$ cat config.mk
export PLATFORM = sky130hd
export DESIGN_NAME = control_unit
export DESIGN_NICKNAME = d
export VERILOG_FILES = /design/src/rtl/control_unit.sv
export SDC_FILE = /design/constraint.sdc
export NUM_CORES = 1
export LEC_CHECK = 0
export CAP_MARGIN = 20
export CORE_UTILIZATION = 45
export DETAILED_ROUTE_END_ITERATION = 10
export DONT_BUFFER_PORTS = 1
export PLACE_DENSITY = 0.69
export SYNTH_ARGS = -nofsm -noshare
export SYNTH_HDL_FRONTEND = slang
export SYNTH_SLANG_ARGS = --single-unit
$ cat constraint.sdc
create_clock -name clk -period 4.8 [get_ports clk]
set_input_delay 0.96 -clock clk [delete_from_list [all_inputs] [get_ports clk]]
set_output_delay 0.96 -clock clk [all_outputs]
set_load 0.05 [all_outputs]
$ cat src/rtl/control_unit.sv
// Multi-cycle control unit: sequences each instruction through FETCH, DECODE,
// EXEC and WB, drives the fetch/register-file/ALU strobes, decodes the
// data-processing operand fields and counts retired instructions.
module control_unit #(
   parameter int unsigned CNT_W = 32
) (
   input  logic             clk,
   input  logic             rst,
   input  logic [31:0]      IR,
   input  logic             W_IR_valid,
   output logic             write_ir,
   output logic             write_pc,
   output logic             LA,
   output logic             LB,
   output logic             LC,
   output logic             LF,
   output logic             write_reg,
   output logic             rm_imm_s,
   output logic             rs_imm_s,
   output logic [3:0]       alu_op,
   output logic [1:0]       shift_op,
   output logic [3:0]       rn,
   output logic [3:0]       rd,
   output logic [3:0]       rm,
   output logic [3:0]       rs,
   output logic [4:0]       imm5,
   output logic [7:0]       imm8,
   output logic [3:0]       rot4,
   output logic [CNT_W-1:0] inst_count,
   output logic [2:0]       state
);

   typedef enum logic [2:0] {
      StIdle   = 3'd0,
      StFetch  = 3'd1,
      StDecode = 3'd2,
      StExec   = 3'd3,
      StWb     = 3'd4
   } state_e;

   state_e           state_q, state_d;
   logic             cond_ok_q, cond_ok_d;
   logic [CNT_W-1:0] inst_count_q, inst_count_d;

   logic is_dp0, is_dp1, is_dp2, is_dp, is_test_op;

   // Condition field is resolved upstream; it is not needed here.
   logic unused_cond;
   assign unused_cond = ^IR[31:28];

   // Instruction-type decode from the latched IR.
   always_comb begin
      is_dp0     = (IR[27:25] == 3'b000) && !IR[4];
      is_dp1     = (IR[27:25] == 3'b000) && !IR[7] && IR[4];
      is_dp2     = (IR[27:25] == 3'b001);
      is_dp      = is_dp0 || is_dp1 || is_dp2;
      // TST/TEQ/CMP/CMN: always set flags, never write Rd.
      is_test_op = (IR[24:23] == 2'b10);
   end

   // Continuous field slices, valid in every state.
   assign alu_op   = IR[24:21];
   assign shift_op = IR[6:5];
   assign rn       = IR[19:16];
   assign rd       = IR[15:12];
   assign rm       = IR[3:0];
   assign rs       = IR[11:8];
   assign imm5     = IR[11:7];
   assign imm8     = IR[7:0];
   assign rot4     = IR[11:8];
   assign rm_imm_s = is_dp2;
   assign rs_imm_s = is_dp1;

   assign inst_count = inst_count_q;
   assign state      = state_q;

   // Next-state, retired-count and condition-capture logic.
   always_comb begin
      state_d      = state_q;
      inst_count_d = inst_count_q;
      cond_ok_d    = cond_ok_q;
      unique case (state_q)
         StIdle:   state_d = StFetch;
         StFetch:  begin
            state_d   = cond_ok_q ? StDecode : StFetch;
            // Sampled on the same negedge the fetch stage writes IR.
            cond_ok_d = W_IR_valid;
         end
         StDecode: state_d = is_dp ? StExec : StFetch;
         StExec:   state_d = StWb;
         StWb:     begin
            state_d      = StFetch;
            inst_count_d = inst_count_q + CNT_W'(1);
         end
         default:  state_d = StIdle;
      endcase
   end

   // State register and retired-instruction counter.
   always_ff @(posedge clk or posedge rst) begin
      if (rst) begin
         state_q      <= StIdle;
         inst_count_q <= '0;
      end else begin
         state_q      <= state_d;
         inst_count_q <= inst_count_d;
      end
   end

   // Condition-pass flag, captured on the negedge only while in FETCH.
   always_ff @(negedge clk or posedge rst) begin
      if (rst) begin
         cond_ok_q <= 1'b0;
      end else if (state_q == StFetch) begin
         cond_ok_q <= cond_ok_d;
      end
   end

   // Moore strobes; forced low while reset is held regardless of clock.
   always_comb begin
      write_ir  = 1'b0;
      write_pc  = 1'b0;
      LA        = 1'b0;
      LB        = 1'b0;
      LC        = 1'b0;
      LF        = 1'b0;
      write_reg = 1'b0;
      if (!rst) begin
         unique case (state_q)
            StFetch: begin
               write_ir = 1'b1;
               write_pc = 1'b1;
            end
            StDecode: begin
               LA = is_dp;
               LB = is_dp;
               LC = is_dp;
            end
            StExec:  LF        = IR[20] || is_test_op;
            StWb:    write_reg = !is_test_op;
            default: ;
         endcase
      end
   end

endmodule

# ---- After elaboration in Yosys (flattened, before gate mapping)
# Index checks and enable logic that the tools add are counted.
dict set report totals {
  input_bits 35
  wordCells 33
  reg_bits 36
}
dict set report classes {
  reduce_logical 12
  n_eq_ne 6
  add_sub_neg 1
  muxes 11
}
# cell count
set op_table {}
lappend op_table {{32-bit by 1-bit adder with 32-bit output, second input constant} 1}
lappend op_table {{3-bit case mux with 4 select lines} 1}
lappend op_table {{1-bit two-way mux} 8}
lappend op_table {{3-bit by 1-bit == test with 1-bit output, second input constant} 2}
lappend op_table {{3-bit by 2-bit == test with 1-bit output, second input constant} 2}
lappend op_table {{3-bit zero test} 2}
lappend op_table {{2-bit two-way mux} 2}
lappend op_table {{3-bit == test, second input constant} 1}
lappend op_table {{1-bit logical AND} 3}
lappend op_table {{1-bit zero test} 3}
lappend op_table {{1-bit logical OR} 3}
lappend op_table {{2-bit == test, second input constant} 1}
lappend op_table {{2-bit OR reduction} 1}

# ---- Depth between registers and ports, before layout
dict set report depth {
  depth_word 7
  depth_mapped 7
  mapped_depth_nobuf 5
}

==> results.json <==
{
  "avgRoutedWirePerCell_um": 16.92,
  "die_y_um": 70.14,
  "gp_congestion": 0.7858,
  "final_area_sq_um": 1992,
  "drt_iter0_markers": 69,
  "cp-startpoint": "state[2]$_DFF_PP0_",
  "path_cells": "buf_4 > nand2b_1 > nor2_1 > mux2_2",
  "dp_hpwl_um": 2766,
  "antennaDiodeCount": 0,
  "initial_utilization": 0.4734,
  "path_buf_inv": 1,
  "clock-root-buffer": "clkbuf_8",
  "crit_cells": 4,
  "r2r-end": "cond_ok_q$_DFFE_NP0N_",
  "cp_data_required_time_ps": 2540,
  "vias": 1211,
  "slew_headroom": 0.2999,
  "clock-sinks": 36,
  "fin_worst_skew_ps": 8.315,
  "crit_path_end_kind": "register",
  "cts_tree": "yes",
  "worstSetupStartpointType": "register",
  "finalPower_mw": 0.8128,
  "synthDistinctLibCells": 35,
  "syn-num-nets": 235,
  "status": "completed",
  "hold_buffers": 0,
  "ys_seq_area_frac": 0.4311,
  "synthesis.area_sq_um": 2090,
  "cellLeakagePower_nw": 0.8694,
  "ir_drop_mv": 0.1602,
  "synthCells": 199,
  "cts_inserted_buffers": 5,
  "async_flop_share": 1.000,
  "powerDensity_nw_per_um2": 408.1,
  "cap_violations": 0,
  "die_w_um": 70.14,
  "nets": 203,
  "setup_tns_ps": 0,
  "reg2reg_depth": 4,
  "crit_end": "cond_ok_q$_DFFE_NP0N_",
  "post_cts_buffers": 0,
  "dieArea_sq_um": 4920,
  "hold_viol": 0,
  "antenna_found_initial": 0,
  "critical-path-max-stage-delay_ps": 370,
  "place.port_buffers": 0,
  "ctsHtreeMaxLevel": 2,
  "synth_area_per_cell_sq_um": 10.50,
  "path_clk_slew_ps": 70,
  "crit_fanout": 7,
  "viasPerCell": 5.505,
  "rr_startpoint": "state[2]$_DFF_PP0_",
  "ys_ff_latch": 36,
  "dpl-instance-area_sq_um": 1899,
  "drc": 0,
  "drt_first_pass_iters": 4,
  "final-max-slew-violation-count": 0,
  "r2r_setup_slack_ps": 960,
  "core_sq_um": 4414,
  "crit_slowest_cell": "dfrtp_1",
  "synth_flop_cell": "dfrtp_1",
  "grt_pass1_wl_um": 5761,
  "ios": 118,
  "hp-class": "register to register",
  "path_class": "register to register",
  "std_cell_rows": 24,
  "worst_pin_slew_ps": 1045,
  "crit_arrival_ps": 1570,
  "clockBufferDepth": 2,
  "grt_remaining_overflow": 0,
  "antenna_left": 0,
  "grt_max_degree": 36,
  "cts_resized": 0,
  "grt_usage": 0.1519,
  "synth_warnings": 0,
  "rsz0062_at_grt": "false",
  "syn2layout_area_growth_pct": -4.671,
  "grt_pass1_vias": 1207,
  "critPathTopFamily": "simple AND/OR/NAND/NOR gates",
  "wirelength_um": 3722,
  "clock_latency_ps": 290,
  "finalSetupViolCount": 0,
  "whs_ps": 511.6,
  "drive_gt1_frac": 0.1786,
  "synth_edf_count": 0
}
[where the power goes]
group | leakage (nW) | switching [mW] | internal [mW]
clock | 0.0510 | 0.105 | 0.114
combinational | 0.326 | 0.124 | 0.0584
sequential | 0.493 | 0.0830 | 0.328
[placed cells by master (no fill, tap or decap), types with 3 or more instances in the layout]
master,synthesis,routed
nand4_1,17,17
and3_1,5,5
nor2_1,6,6
nand3_1,10,10
clkbuf_8,0,6
dfrtp_1,35,35
inv_1,6,6
buf_4,43,6
nand2_1,9,9
xnor2_1,29,29
nor3_2,1,3
[worst min-delay path by stage]
stage,depth (start not counted),endpoint,from,slack (ps)
final,1,cond_ok_q$_DFFE_NP0N_,cond_ok_q$_DFFE_NP0N_,510
after global routing,1,cond_ok_q$_DFFE_NP0N_,cond_ok_q$_DFFE_NP0N_,560
after CTS,1,cond_ok_q$_DFFE_NP0N_,cond_ok_q$_DFFE_NP0N_,510
after detailed placement,1,cond_ok_q$_DFFE_NP0N_,cond_ok_q$_DFFE_NP0N_,510
after global placement,1,cond_ok_q$_DFFE_NP0N_,cond_ok_q$_DFFE_NP0N_,480
after floorplan,1,cond_ok_q$_DFFE_NP0N_,cond_ok_q$_DFFE_NP0N_,460
[cell type report]
cell class | count | area (sq um)
inverter | 6 | 22.52
fill | 393 | 2422
sequential | 36 | 900.9
clock inverter | 2 | 10.01
tap | 52 | 65.06
timing repair buffer | 8 | 71.32
clock buffer | 6 | 82.58
multi-input combinational | 110 | 839.6
[state kept, by name, summed over array words and instances, names as in the netlist]
| name | count |
|---|---|
| state | 3 |
| inst_count | 32 |
| cond_ok_q | 1 |
[cell families after synthesis]
kind of cell | share of synthesized area
AOI/OAI and AO/OA | 0.01318
adders and majority gates | 0.005987
muxes | 0.005389
DFF | 0.4311
xor gates and xnor gates | 0.1299
and+or+nand+nor | 0.2311
buffers and inverters | 0.1832
[cells in the mapped netlist, types with 2 or more instances]
cell / number / area, sq um
inv_1: 6 / 22.52
nand3_1: 10 / 50.05
buf_6: 3 / 33.78
and4_1: 2 / 17.52
nand2b_1: 2 / 12.51
xor2_1: 2 / 17.52
xnor2_1: 29 / 254.0
and3_1: 5 / 31.28
nor4b_1: 2 / 17.52
nand4_1: 17 / 106.4
and2_1: 2 / 12.51
nand2_1: 9 / 33.78
nor4_1: 2 / 12.51
nor2b_1: 2 / 12.51
dfrtp_1: 35 / 875.8
nor3b_1: 2 / 15.01
nor3_1: 4 / 20.02
buf_4: 43 / 322.8
nor2_1: 6 / 22.52
[through the flow]
stage,util,cells,setup WS [ps]
floorplan,-,199,71.11
global route,0.4512,220,902.3
CTS,0.4512,220,955.6
finish,0.4512,220,961.7
detailed placement,0.4303,212,964.6
global placement,0.4303,212,1018
[metal layers]
layer / track usage / wire (um)
met5: 0 / 0
met4: 0.1089 / 153
met3: 0.04762 / 256
met2: 0.2543 / 1885
met1: 0.1606 / 1426
(Power assumes the default switching activity.)
